$ cat src/rtl/issue_scoreboard.sv
`default_nettype none
// ============================================================================
//  Module   : issue_scoreboard
//  Purpose  : Register-hazard scoreboard and single-entry issue register
//             between the decoder and execute stage. Tracks one busy bit per
//             architectural register, holds instructions until their operands
//             and destination are free, and drains the pipeline before
//             raising a one-cycle trap for illegal instructions.
//  Options  : SCOREBOARD_BYPASS_EN - let a same-cycle writeback release a
//             hazard (busy & ~wb_mask) instead of waiting for the registered
//             busy vector.
//  Revision : 1.0 - initial release
// ============================================================================
module issue_scoreboard #(
    parameter int REG_CNT     = 32,
    parameter int ADDR_W      = 5,
    parameter int STALL_CNT_W = 16
) (
    input  logic                   clk_in,
    input  logic                   reset_in,
    input  logic                   dec_valid_in,
    output logic                   dec_ready_out,
    input  logic [ADDR_W-1:0]      reg_a_in,
    input  logic [ADDR_W-1:0]      reg_b_in,
    input  logic [ADDR_W-1:0]      reg_dest_in,
    input  logic                   use_a_in,
    input  logic                   use_b_in,
    input  logic                   wr_en_in,
    input  logic                   illeg_inst_flg_in,
    output logic                   issue_valid_out,
    input  logic                   issue_ready_in,
    output logic [ADDR_W-1:0]      issue_reg_a_out,
    output logic [ADDR_W-1:0]      issue_reg_b_out,
    output logic [ADDR_W-1:0]      issue_reg_dest_out,
    output logic                   issue_wr_en_out,
    input  logic                   wb_valid_in,
    input  logic [ADDR_W-1:0]      wb_reg_in,
    input  logic                   flush_in,
    output logic                   trap_out,
    output logic [REG_CNT-1:0]     busy_out,
    output logic [STALL_CNT_W-1:0] stall_cnt_out
);

    typedef enum logic [1:0] {
        RUN   = 2'd0,
        DRAIN = 2'd1,
        TRAP  = 2'd2
    } state_e;

    state_e                  state_q, state_d;
    logic [REG_CNT-1:0]      busy_q, busy_d;
    logic [REG_CNT-1:0]      busy_chk;
    logic                    issue_valid_q, issue_valid_d;
    logic [ADDR_W-1:0]       issue_a_q, issue_a_d;
    logic [ADDR_W-1:0]       issue_b_q, issue_b_d;
    logic [ADDR_W-1:0]       issue_dest_q, issue_dest_d;
    logic                    issue_wr_q, issue_wr_d;
    logic [STALL_CNT_W-1:0]  stall_q, stall_d;
    logic                    hazard;
    logic                    ready;
    logic                    accept_legal;
    logic                    accept_illeg;

`ifdef SCOREBOARD_BYPASS_EN
    logic [REG_CNT-1:0]      wb_mask;

    // Writeback in flight this cycle is treated as already retired for hazard purposes
    always_comb begin
        wb_mask  = wb_valid_in ? (REG_CNT'(1) << wb_reg_in) : '0;
        busy_chk = busy_q & ~wb_mask;
    end
`else
    // Hazards are judged against the registered busy vector only
    always_comb begin
        busy_chk = busy_q;
    end
`endif

    // Hazard detection, decoder handshake and acceptance qualifiers
    always_comb begin
        hazard = (use_a_in && busy_chk[reg_a_in]) ||
                 (use_b_in && busy_chk[reg_b_in]) ||
                 (wr_en_in && busy_chk[reg_dest_in]);
        ready  = 1'b0;
        if (state_q == RUN && !flush_in) begin
            // Illegal instructions are swallowed immediately; they never occupy the issue slot
            ready = illeg_inst_flg_in ? 1'b1
                                      : (!hazard && (!issue_valid_q || issue_ready_in));
        end
        accept_legal = dec_valid_in && ready && !illeg_inst_flg_in;
        accept_illeg = dec_valid_in && ready &&  illeg_inst_flg_in;
    end

    // FSM next-state: flush overrides everything, illegal drains before trapping
    always_comb begin
        state_d = state_q;
        if (flush_in) begin
            state_d = RUN;
        end else begin
            case (state_q)
                RUN:     if (accept_illeg) state_d = DRAIN;
                DRAIN:   if (busy_q == '0 && !issue_valid_q) state_d = TRAP;
                TRAP:    state_d = RUN;
                default: state_d = RUN;
            endcase
        end
    end

    // Issue register, busy vector and stall counter next-state
    always_comb begin
        issue_valid_d = issue_valid_q;
        issue_a_d     = issue_a_q;
        issue_b_d     = issue_b_q;
        issue_dest_d  = issue_dest_q;
        issue_wr_d    = issue_wr_q;
        busy_d        = busy_q;
        stall_d       = stall_q;

        if (flush_in) begin
            issue_valid_d = 1'b0;
        end else if (accept_legal) begin
            issue_valid_d = 1'b1;
            issue_a_d     = reg_a_in;
            issue_b_d     = reg_b_in;
            issue_dest_d  = reg_dest_in;
            issue_wr_d    = wr_en_in;
        end else if (issue_ready_in) begin
            issue_valid_d = 1'b0;
        end

        // Clears first so that a same-cycle set of the same register wins
        if (wb_valid_in) begin
            busy_d[wb_reg_in] = 1'b0;
        end
        // Only a valid slot owns its destination; stale fields must not free an in-flight write
        if (flush_in && issue_valid_q && issue_wr_q) begin
            busy_d[issue_dest_q] = 1'b0;
        end
        if (accept_legal && wr_en_in) begin
            busy_d[reg_dest_in] = 1'b1;
        end
        busy_d[0] = 1'b0;

        // Counts only genuine register-hazard stalls, not execute backpressure
        if (state_q == RUN && dec_valid_in && !illeg_inst_flg_in && !ready && hazard &&
            stall_q != '1) begin
            stall_d = stall_q + 1'b1;
        end
    end

    // State registers with asynchronous active-low reset
    always_ff @(posedge clk_in or negedge reset_in) begin
        if (!reset_in) begin
            state_q       <= RUN;
            busy_q        <= '0;
            issue_valid_q <= 1'b0;
            issue_a_q     <= '0;
            issue_b_q     <= '0;
            issue_dest_q  <= '0;
            issue_wr_q    <= 1'b0;
            stall_q       <= '0;
        end else begin
            state_q       <= state_d;
            busy_q        <= busy_d;
            issue_valid_q <= issue_valid_d;
            issue_a_q     <= issue_a_d;
            issue_b_q     <= issue_b_d;
            issue_dest_q  <= issue_dest_d;
            issue_wr_q    <= issue_wr_d;
            stall_q       <= stall_d;
        end
    end

    assign dec_ready_out      = ready;
    assign issue_valid_out    = issue_valid_q;
    assign issue_reg_a_out    = issue_a_q;
    assign issue_reg_b_out    = issue_b_q;
    assign issue_reg_dest_out = issue_dest_q;
    assign issue_wr_en_out    = issue_wr_q;
    assign trap_out           = (state_q == TRAP) && !flush_in;
    assign busy_out           = busy_q;
    assign stall_cnt_out      = stall_q;

endmodule
`default_nettype wire

$ cat config.mk
export PLATFORM = sky130hd
export DESIGN_NAME = issue_scoreboard
export DESIGN_NICKNAME = d
export VERILOG_FILES = /design/src/rtl/issue_scoreboard.sv
export SDC_FILE = /design/constraint.sdc
export NUM_CORES = 1
export LEC_CHECK = 0
export CAP_MARGIN = 20
export CORE_MARGIN = 1
export CORE_UTILIZATION = 45
export DETAILED_ROUTE_END_ITERATION = 6
export PLACE_DENSITY = 0.83
export SLEW_MARGIN = 20
export SYNTH_ARGS = -nofsm -noshare
export SYNTH_HDL_FRONTEND = slang
export SYNTH_SLANG_ARGS = --single-unit
$ cat constraint.sdc
create_clock -name clk_in -period 3 [get_ports clk_in]
set_input_delay 0.45 -clock clk_in [delete_from_list [all_inputs] [get_ports clk_in]]
set_output_delay 0.45 -clock clk_in [all_outputs]
set_load 0.02 [all_outputs]
==> impl_metrics.yaml <==
status:
  status: "finished with violations"
  violations: "negative setup slack"
die:
  coreArea_um2: 8680
  die_w_um: 96.2
  ioPinCount: 97
  dieArea_um2: 9260
  die_h_um: 96.2
  rows: 34
  initial_core_util_pct: 46.0
yosys:
  ys_async_sr_fraction_pct: 100
  netlist_instances: 362
  synth_area_um2: 4000
  synth-seq-area-share_pct: 41.3
  synth_cell_types: 40
  yosysWarnings: 0
  synth_edf_count: 0
  yosys.area.top_type: "dfrtp_1"
  avgSynthCellArea_um2: 11.0
  yosys.area.top_type_share_pct: 41.3
  ys_top_cells_by_area: "dfrtp_1 41%, mux4_2 8.5%, o221ai_1 7.0%"
  yosys_most_used_dff: "dfrtp_1"
  ys_seq_elements: 66
  syn_nets: 393
clocking:
  insertion_delay_ps: 350
  cts_tree: "built"
  cts.sinks: 66
  cts_buffer_depth: 2
  cts_root_buf: "clkbuf_8"
  numCtsBuffers: 9
  clkTransAtPathRegs_ps: 80
  cts_htree_levels: 3
global_route:
  grt_pass1_wl_um: 20900
  busiest_layer: "met2"
  grt_max_degree: 39
  antenna_found_initial: 0
  met1_usage_pct: 41.3
  use_met3_pct: 11.8
  grt_use_met2_pct: 44.7
  gr-total-overflow: 0
  grt_pass1_vias: 3881
  grt_usage_pct: 30.9
place:
  globalplace.congestion: 1.04
  place_ws_ps: -896
  placed_cells: 601
  hpwlAfterDp_um: 10300
  port_buffers: 95
sta:
  slew-limit-headroom_pct: 46.8
  rsz0062_at_grt: "true"
  skew_ps: 10.3
  period_minus_slack_ps: 3040
  hold_viol_final: 0
  fin_ws_ps: -40.1
  finalSetupViolCount: 1
  worst_slew_pin_slew_ps: 798
  fmax_mhz: 329
  drv_slew: 0
  period_share_pct: 101
  fin_tns_setup_ps: -40.1
detailed_routing:
  viasPerCell: 6.58
  drt-wirelength-per-cell_um: 22.3
  firstDrtPassIters: 6
  drc: 0
  vias: 4075
  drt-total-wl_um: 13800
  ant_nets: 0
  drtIter0Drc: 459
critical_path:
  r2r-end: "busy_out[11]$_DFF_PN0_"
  crit_end: "dec_ready_out"
  critPathArrivalTime_ps: 2590
  crit_path_max_fanout: 2
  path_class: "reg2out"
  worstPathRequired_ps: 2550
  r2r_setup_slack_ps: 80
  r2r_start: "busy_out[12]$_DFF_PN0_"
  crit_path_start_kind: "register"
  worst_setup_path_end_kind: "primary output"
  crit_start: "busy_out[12]$_DFF_PN0_"
  rr_worst_depth: 9
flow_run:
  maxCapViolCount: 0
finish:
  layout-drive-gt1-share_pct: 26.0
  nets: 537
  final_cells: 619
  syn2layout_area_growth_pct: 42.2
  antennaDiodeCount: 0
power:
  power_density_nw_per_um2: 501
  ir_worst_vdd_v: 0.000252
  p_leak_nw: 2.36
min_path:
  min_path_type: "in2async"
cell type report:
cell class	instances	area (um^2)
flip-flops and latches	66	1650
inverters	5	18.8
clock inverters	6	66.3
clock buffers	10	138
well taps	108	135
multi-input cells	265	2220
fillers	680	3000
repair buffers	159	1450
state kept, by name (all words and copies together), names as in the netlist:
name,cells
busy_out,31
issue_reg_a_out,5
issue_reg_b_out,5
issue_reg_dest_out,5
issue_valid_out,1
issue_wr_en_out,1
stall_cnt_out,16
state_q,2
worst max-delay path, cell delays in order, from the launching register on:
cell and delay (ps):
dfrtp_1 440, mux4_2 470, mux4_2 460, mux2i_1 180
nor2_2 80, a2111oi_4 310, o21ba_2 190, buf_6 110
how the worst min path moves through the flow:
stage / from / endpoint
floorplan: reset_in / busy_out[10]$_DFF_PN0_
global placement: stall_cnt_out[9]$_DFFE_PN0P_ / stall_cnt_out[9]$_DFFE_PN0P_
detailed placement: stall_cnt_out[9]$_DFFE_PN0P_ / stall_cnt_out[9]$_DFFE_PN0P_
CTS: reset_in / issue_reg_b_out[2]$_DFFE_PN0P_
global route: reset_in / issue_reg_b_out[2]$_DFFE_PN0P_
finish: reset_in / issue_reg_b_out[2]$_DFFE_PN0P_
logic make-up (layout without fill, tap and decap cells):
group	Yosys count	in the layout	share of synthesized area, %
other	1	1	0.0939
XOR/XNOR	15	15	3.29
flip-flops	66	66	41.3
multiplexers	54	54	18.8
buffers and inverters	31	180	3.60
AND/OR/NAND/NOR	113	113	15.9
AO/OA/AOI/OAI	81	81	16.6
adder cells (fa/ha/maj)	1	1	0.313
stage by stage:
stage          cell area (um^2)  utilization (%)  power [mW]  hold WS, ps
2_1_floorplan              4000                -        1.59          154
3_3_place_gp               5440             62.7        2.05          480
3_5_place_dp               5440             62.7        2.07          487
4_1_cts                    5660             65.2        2.85          208
5_1_grt                    5680             65.5        2.97          243
6_report                   5680             65.5        2.85          181
Yosys cell counts, types with 4 or more instances:
cell type and instances:
nand3b_1 16, or3b_2 7, or3_1 7, nor2_1 16, nor3_1 8, xor2_1 12, mux2_2 19, mux4_2 15
nand2_1 17, o22ai_1 4, nor4_1 14, o21ai_0 4, mux2i_1 20, buf_1 6, nand3_1 16, o31ai_1 31
dfrtp_1 66, clkbuf_1 12, o221ai_1 32, inv_1 5, buf_2 4, nand4_1 6
report_power, final:
part           total [mW]  internal, mW  switching, mW  leakage, nW
clock               0.776         0.406          0.370       0.0945
sequential           1.16          1.01          0.156        0.866
combinational       0.907         0.457          0.451         1.40
per-layer routing:
metal,vias up,share of wire [%]
met3,65,13
met4,0,3.6
met2,341,45
met1,1934,39
met5,-,0
li1,1735,-
layout by cell type, fill, tap and decap left out, drive strengths merged, types with 14 or more instances in the layout:
cell / instances
mux2i: 20
o31ai: 32
o221ai: 32
nand3b: 16
buf: 67
nor2: 16
nand3: 16
dfrtp: 66
nor4: 14
clkdlybuf4s50: 84
nand2: 17
mux4: 15
mux2: 19
repair_timing:
item | CTS | global route
hold endpoints to repair | 0 | 0
resized for setup | 20 | 6
hold buffers | 0 | 0
pin swaps | 3 | 3
setup buffers | 2 | 0
endpoints found under the setup margin | 56 | 21
cloned | 0 | 0
(Power assumes the default switching activity.)
